## src/rtl/sap_pkg.sv

```systemverilog
// Shared widths, opcode values and ALU select encoding for the SAP datapath and controller.
// Pure definitions: no logic, no latency, no flow control.
package sap_pkg;
    localparam int DEF_DATA_W = 8;
    localparam int DEF_ADDR_W = 4;

    localparam logic [3:0] OP_LDA = 4'd1;
    localparam logic [3:0] OP_LDI = 4'd2;
    localparam logic [3:0] OP_STA = 4'd3;
    localparam logic [3:0] OP_ADD = 4'd4;
    localparam logic [3:0] OP_SUB = 4'd5;
    localparam logic [3:0] OP_AND = 4'd6;
    localparam logic [3:0] OP_OR  = 4'd7;
    localparam logic [3:0] OP_XOR = 4'd8;
    localparam logic [3:0] OP_NOT = 4'd9;
    localparam logic [3:0] OP_JMP = 4'd10;
    localparam logic [3:0] OP_OUT = 4'd14;
    localparam logic [3:0] OP_HLT = 4'd15;

    typedef enum logic [1:0] {
        ALU_ADDSUB = 2'b00,
        ALU_AND    = 2'b01,
        ALU_OR     = 2'b10,
        ALU_XOR    = 2'b11
    } alu_sel_e;
endpackage

```

## src/rtl/sap_alu.sv

```systemverilog
// Combinational SAP ALU: add/sub with carry-out, bitwise logic ops and NOT of a.
// Zero latency; no flow control.
module sap_alu
    import sap_pkg::*;
#(
    parameter int W = DEF_DATA_W
) (
    input  logic [W-1:0] a,
    input  logic [W-1:0] b,
    input  logic         add_sub,
    input  logic [1:0]   sel,
    input  logic         xor_not,
    output logic [W-1:0] result,
    output logic         carry
);
    logic [W:0] sum;

    always_comb begin
        // Subtract is a + ~b + 1, so carry-out means "no borrow".
        if (add_sub)
            sum = {1'b0, a} + {1'b0, ~b} + {{W{1'b0}}, 1'b1};
        else
            sum = {1'b0, a} + {1'b0, b};
        result = '0;
        carry  = 1'b0;
        if (xor_not) begin
            result = ~a;
        end else begin
            case (alu_sel_e'(sel))
                ALU_ADDSUB: begin
                    result = sum[W-1:0];
                    carry  = sum[W];
                end
                ALU_AND: result = a & b;
                ALU_OR:  result = a | b;
                ALU_XOR: result = a ^ b;
            endcase
        end
    end
endmodule

```

## src/rtl/sap_datapath.sv

```systemverilog
// SAP datapath: registers, 16x8 RAM, ALU and shared bus driven by the controller's control word.
// Loads take effect one cycle after the control bit; halt and program-load freeze all state.
module sap_datapath
    import sap_pkg::*;
#(
    parameter int DATA_W = DEF_DATA_W,
    parameter int ADDR_W = DEF_ADDR_W
) (
    input  logic                     clock,
    input  logic                     reset,
    input  logic                     pc_inc,
    input  logic                     pc_out,
    input  logic                     jump,
    input  logic                     acc_in,
    input  logic                     acc_out,
    input  logic                     alu_out,
    input  logic                     add_sub,
    input  logic                     alu_1,
    input  logic                     alu_0,
    input  logic                     xor_not,
    input  logic                     mar_in,
    input  logic                     ram_in,
    input  logic                     ram_out,
    input  logic                     br_in,
    input  logic                     ir_in,
    input  logic                     ir_out,
    input  logic                     opr_in,
    input  logic                     hlt,
    input  logic                     load_en,
    input  logic [ADDR_W-1:0]        load_addr,
    input  logic [DATA_W-1:0]        load_data,
    output logic [DATA_W-ADDR_W-1:0] msb_ireg,
    output logic                     halted,
    output logic [DATA_W-1:0]        out_reg,
    output logic [DATA_W-1:0]        bus,
    output logic                     zero_f,
    output logic                     carry_f,
    output logic                     bus_err
);
    logic [ADDR_W-1:0] pc;
    logic [ADDR_W-1:0] mar;
    logic [DATA_W-1:0] ir;
    logic [DATA_W-1:0] acc;
    logic [DATA_W-1:0] b_reg;
    logic [DATA_W-1:0] ram [2**ADDR_W];

    logic [DATA_W-1:0] alu_res;
    logic              alu_carry;
    logic              alu_en;
    logic [2:0]        drv_cnt;
    logic              multi_drv;
    logic              alu_drives;
    logic              frozen;

    sap_alu #(.W(DATA_W)) u_alu (
        .a       (acc),
        .b       (b_reg),
        .add_sub (add_sub),
        .sel     ({alu_1, alu_0}),
        .xor_not (xor_not),
        .result  (alu_res),
        .carry   (alu_carry)
    );

    assign alu_en     = alu_out | xor_not;
    assign drv_cnt    = 3'(pc_out) + 3'(ir_out) + 3'(acc_out) + 3'(ram_out) + 3'(alu_en);
    assign multi_drv  = (drv_cnt > 3'd1);
    assign alu_drives = alu_en & (drv_cnt == 3'd1);
    assign frozen     = load_en | halted;
    assign msb_ireg   = ir[DATA_W-1:ADDR_W];

    // A contended bus reads as zero rather than an OR of the drivers.
    always_comb begin
        bus = '0;
        if (drv_cnt == 3'd1)
            bus = ({DATA_W{pc_out}}  & DATA_W'(pc))
                | ({DATA_W{ir_out}}  & DATA_W'(ir[ADDR_W-1:0]))
                | ({DATA_W{acc_out}} & acc)
                | ({DATA_W{ram_out}} & ram[mar])
                | ({DATA_W{alu_en}}  & alu_res);
    end

    always_ff @(posedge clock or posedge reset) begin
        if (reset) begin
            pc      <= '0;
            mar     <= '0;
            ir      <= '0;
            acc     <= '0;
            b_reg   <= '0;
            out_reg <= '0;
            zero_f  <= 1'b0;
            carry_f <= 1'b0;
            halted  <= 1'b0;
            bus_err <= 1'b0;
        end else begin
            bus_err <= multi_drv & ~frozen;
            if (!frozen) begin
                if (hlt)    halted  <= 1'b1;
                if (mar_in) mar     <= bus[ADDR_W-1:0];
                if (ir_in)  ir      <= bus;
                if (br_in)  b_reg   <= bus;
                if (acc_in) acc     <= bus;
                if (opr_in) out_reg <= bus;
                if (jump)
                    pc <= bus[ADDR_W-1:0];
                else if (pc_inc)
                    pc <= pc + {{(ADDR_W-1){1'b0}}, 1'b1};
                if (acc_in && alu_drives) begin
                    zero_f  <= (alu_res == '0);
                    carry_f <= alu_carry;
                end
            end
        end
    end

    // RAM has no reset so a loaded program survives a controller reset.
    always_ff @(posedge clock) begin
        if (load_en)
            ram[load_addr] <= load_data;
        else if (!halted && !reset && ram_in)
            ram[mar] <= bus;
    end
endmodule

```

## config.mk

```make
export PLATFORM = sky130hd
export DESIGN_NAME = sap_datapath
export DESIGN_NICKNAME = d
export VERILOG_FILES = /design/src/rtl/sap_pkg.sv /design/src/rtl/sap_alu.sv /design/src/rtl/sap_datapath.sv
export SDC_FILE = /design/constraint.sdc
export NUM_CORES = 1
export LEC_CHECK = 0
export CAP_MARGIN = 25
export CORE_ASPECT_RATIO = 0.75
export CORE_MARGIN = 2
export CORE_UTILIZATION = 40
export DETAILED_ROUTE_END_ITERATION = 10
export PLACE_DENSITY_LB_ADDON = 0.05
export SLEW_MARGIN = 20
export SYNTH_ARGS = -nofsm -noshare
export SYNTH_HDL_FRONTEND = slang
export SYNTH_SLANG_ARGS = --single-unit
```

## constraint.sdc

```tcl
create_clock -name clock -period 13.5 [get_ports clock]
set_input_delay 3.375 -clock clock [delete_from_list [all_inputs] [get_ports clock]]
set_output_delay 3.375 -clock clock [all_outputs]
set_load 0.01 [all_outputs]
```

== Word level (Yosys, flattened, before mapping) ==
Memories as Yosys holds them, arrays and structs flattened.
Cells that the tools add are included.
Widths: inputs -> output; s select.
Word-level totals
  input bits: 33
  logic and storage cells: 76
  ROM bits: 0
  memories: 1
  bits in writable memories: 128
  flip-flop bits (word level): 44
  bits in latches: 0
Memories
  ram: depth 16, width 8, read ports 1, clocked after Yosys merged registers in 0, wr ports 1, line sap_datapath.sv:45  | logic [DATA_W-1:0] ram [2**ADDR_W];
Operators by class
  reductions and logical operators: 17
  eq/ne operators: 4
  mux-type cells: 16
  shifts and indexed selects: 0
  magnitude comparators: 1
  bitwise operators: 19
  multipliers: 0
  divide/modulo/power cells: 0
  add/sub/neg operators: 8
Operators by type and width (count)
  $or 8x8->8: 5
  $and 8x8->8: 4
  $pmux 8 s4: 1
  $mux 8: 3
  $add 8x8->9: 2
  $and 8x4->8: 2
  $not 8->8: 2
  $reduce_and 2->1: 8
  $mux 4: 3
  $add 9x1->9 const B: 1
  $mux 9: 1
  $logic_not 8->1: 1
  $mux 1: 8
  $reduce_or 8->1: 1
  $xor 8x8->8: 1
  $add 3x1->3: 2
  $add 4x1->4 const B: 1
  $eq 2x2->1 const B: 2
  $add 2x1->3: 1
  $eq 3x1->1 const B: 1
  $gt 3x1->1 const B: 1
  $logic_and 1x1->1: 3
  $add 1x1->2: 1
  $and 1x1->1: 2
  other kinds (6): 8

== Depth between registers and ports, before layout ==
  depth after elaboration: 10
  mapped depth: 11
  depth with buffers taken out: 11

== Modules after synthesis ==
From an unflattened synthesis, not the netlist that was laid out.
Second synthesis, totals
  cell total of the unflattened synthesis: 679
  area, all modules: 8469.4 um^2
By module, submodules not included
  sap_datapath: cells an instance 520, seq. area each 4944.7 um^2, area each 7304.5 um^2, times used 1
  sap_alu: cells an instance 159, seq. area each 0.0 um^2, area each 1164.9 um^2, times used 1

== Worst setup path after synthesis ==
OpenSTA, ideal clock, no wires.
  path type: input to output
  start: in acc_out
  end: out bus[0]
  data arrival time: 5.788 ns
  path slack: 4.337 ns
  path buffers: 1
  stages: 8
  required time: 10.125 ns
  cell sequence: clkbuf_1 > inv_1 > fa_1 > fa_1 > ha_1 > nor3_1 > nand2_1 > inv_1
On the way
  word-level cells in the longest chain between the ends: 5
RTL lines
  start, declared: line sap_datapath.sv:15  | input logic acc_out,
  $add 2x1->3 / $and 8x8->8 (equally long branches): line sap_datapath.sv:66, sap_datapath.sv:78
  $add 3x1->3 / $or 8x8->8 (equally long branches): line sap_datapath.sv:66, sap_datapath.sv:78
  $add 3x1->3 / $or 8x8->8 (equally long branches): line sap_datapath.sv:66, sap_datapath.sv:79
  $eq 3x1->1 / $or 8x8->8 (equally long branches): line sap_datapath.sv:75, sap_datapath.sv:80
  $mux 8 (*): line sap_datapath.sv:75  | if (drv_cnt == 3'd1)
  end, declared: line sap_datapath.sv:35  | output logic [DATA_W-1:0] bus,
Every way passes the cells marked *; elsewhere a longest branch is shown, timed or not.

== Worst setup path in the final report ==
Same ends and word-level chain as after synthesis.

==> results.md <==
* Worst Hold Depth at 2
* Max Fclk at 0.09410 GHz
* Drt initial violations at 488
* Final HPWL DP at 16160 um
* Pwr Density at 138.9 nW/um^2
* Root buf cell: clkbuf_16
* TritonRoute pass-1 iters at 5
* Routed Antenna Nets at 0
* Reg2reg start: acc[1]
* Vias in the first global route at 5225
* Final hold violations at 0
* Die area at 22360 sq um
* Post-CTS setup buffer count at 0
* Remaining routing DRC violations at 0
* CTS tree: yes
* R2r endpoint: ram[11][7]
* Die Y at 130.0 um
* Max cap viols at 0
* RSZ-0062 raised after global routing: false
* Reg2Reg Depth at 9
* Most frequent cells after synthesis: edfxtp_1 (128), nand2_1 (77), inv_1 (46)
* Hold_buf cts at 0
* Worst slew pin tran at 1.039 ns
* Clock latency at the later pin of the worst-skew pair at 0.42 ns
* Placeable Area at 20950 sq um
* # rows at 46
* CP arrival at 7.25 ns
* Routed vias at 5591
* Worst rel slew slack at 30.45%
* Dominant cell type by area after synthesis: edfxtp_1
* Top_reg_cell synth: edfxtp_1
* Top reg by flops: ram
* Outcome: completed
* Vias/cell at 5.580
* Area delta synth->final at 16.80%
* DR WL/cell at 22.80 um
* H-tree Lvls at 4
* Crit path time final at 10.63 ns
* Final WL at 22850 um
* I/O Buffers at 56
* Yosys warns at 0
* # diodes at 0
* Layout net count at 766
* Clk_skew at 0.01153 ns
* CP max stage delay at 0.79 ns
* Sequential share of the synthesized area at 58.40%
* Distinct cells, synth at 64
* Critical Path Sink Type: output pin
* CTS buffer count at 17
* Lkg Pwr at 3.510 nW
* #FFs+latches synth at 172
* CP Max Fanout at 10
* Hold Crit Class: flip-flop to flip-flop
* CP Cell Sequence: clkdlybuf4s50_1 -> inv_1 -> fa_1 -> fa_1 -> ha_1 -> nor3_1 -> nand2_1 -> inv_1 -> clkdlybuf4s50_1
* TNS Setup at 0 ns
* Post-synth EDFFs at 128
* Overflow after GRT at 0
* Worst-path clk slew at 0.07 ns
* Synth top area cells: edfxtp_1 (45%), dfrtp_1 (13%), mux4_2 (10%), ha_1 (4.0%), nand2_1 (3.4%)
* Peak supply drop at 76.46 uV
* End point of the critical path: bus[0]
* Mean post-synth cell area at 13.01 sq um
* Crit path launch: acc_out
* WP data required at 10.12 ns
* Initial antenna violation count at 0
* Share of cells above drive strength 1 at 13.59%
* Die width at 172.0 um
* Ports at 57
* Post-synth ARST share at 25.58%
* Max reg flops at 128
* GP Congestion at 0.8703
* Kind of critical path: primary input to output pin
* Initial Util at 40.41%
* Post-synthesis cell area at 8467 sq um
* Final period util at 78.72%
* Dominant cell by count in the synthesized netlist: edfxtp_1
* Global-route wire length before repair at 33690 um
* Max-slew violation count at 0
* Endpoints failing setup at 0
* Post-Syn Instances at 651
* CTS resizes at 0
* R2r setup slk at 9.82 ns
* Clock sinks at 172
* Slowest stage cell, crit path: clkdlybuf4s50_1
* Top cell type's share of synthesized area at 45.40%
* Total chip power at 1.373 mW
* CP startpoint kind: primary input
* Total track usage at 21.28%
* Clock Tree Buf Depth at 2
* Pin count of the biggest net entering global routing at 46
* Syn nets at 715
## stage by stage
stage                     hold slack [ns]  std cells  worst slack [ns]  utilization (%)  cell area [sq um]
after global routing               0.5087       1002             2.606            47.21               9889
after detailed placement           0.4722        970             2.886            44.35               9291
final                              0.4818       1002             2.873            47.21               9889
after CTS                          0.4890       1001             2.848            47.17               9882
after global placement             0.4682        968             3.017            44.25               9271
after floorplan                    0.4498        651             4.337                -               8467
## layout make-up
type / instances / area [sq um]
fill: 1898 / 11060
sequential: 172 / 4947
multi-input combinational: 397 / 3168
timing repair buffer: 68 / 650.6
clock buffer: 18 / 429.2
tap: 288 / 360.3
inverter: 46 / 172.7
clock inverter: 13 / 161.4
## worst min-delay path by stage
stage,start,slack (ns),to
6_report,ir[6],0.48,ir[6]
5_1_grt,ir[3],0.51,ir[3]
4_1_cts,ir[6],0.49,ir[6]
3_5_place_dp,ir[6],0.47,ir[6]
3_3_place_gp,ir[6],0.47,ir[6]
2_1_floorplan,ir[4],0.45,ir[4]
## logic make-up (layout without fill, tap and decap cells)
logic type	count (synthesis)	after routing	synth area share, %
adders and majority gates	31	31	4.936
muxes	52	52	11.84
xor gates and xnor gates	2	2	0.2069
DFF	172	172	58.40
AOI/OAI and AO/OA	140	140	11.08
and+or+nand+nor	172	172	9.310
buffers and inverters	82	145	4.226
## power by group
part	leakage, nW	internal [mW]	switching (mW)	total, mW
combinational	1.48	0.117	0.149	0.266
clock	0.288	0.277	0.215	0.492
sequential	1.75	0.589	0.0260	0.615
## critical path: cells and delay by family
family,cells,cell delay [ns]
buf+inv,4,1.59
fa+ha+maj,3,1.23
simple gates,2,1.06
## cell usage in the layout, fill, tap and decap left out, types with 5 or more instances in the layout
master,Yosys,layout
a22o_1,6,6
buf_4,5,12
nor2b_1,12,12
clkinv_4,0,5
nand3_1,8,8
mux2i_1,9,9
dfrtp_1,44,42
o21ai_0,24,24
nor2_1,37,37
ha_1,27,27
nor3_1,7,7
inv_1,46,45
mux2_2,5,5
nand2b_1,6,6
nand2_1,77,77
clkbuf_16,0,17
o22ai_1,5,5
a31oi_1,13,13
edfxtp_1,128,128
a21o_1,5,5
o31ai_1,7,7
nor3b_1,5,5
a21oi_1,21,21
clkdlybuf4s50_1,0,56
mux4_2,38,38
o21ai_1,22,21
## routing by layer
layer | share of wire [%] | global-route usage, % | vias to the layer above
met1 | 52 | 34.95 | 2870
met2 | 42 | 28.96 | 170
met5 | 0 | 0 | -
met4 | 0.48 | 3.905 | 0
met3 | 5.6 | 4.489 | 8
li1 | - | - | 2543
Note: power is estimated with default switching activity, not from simulation.
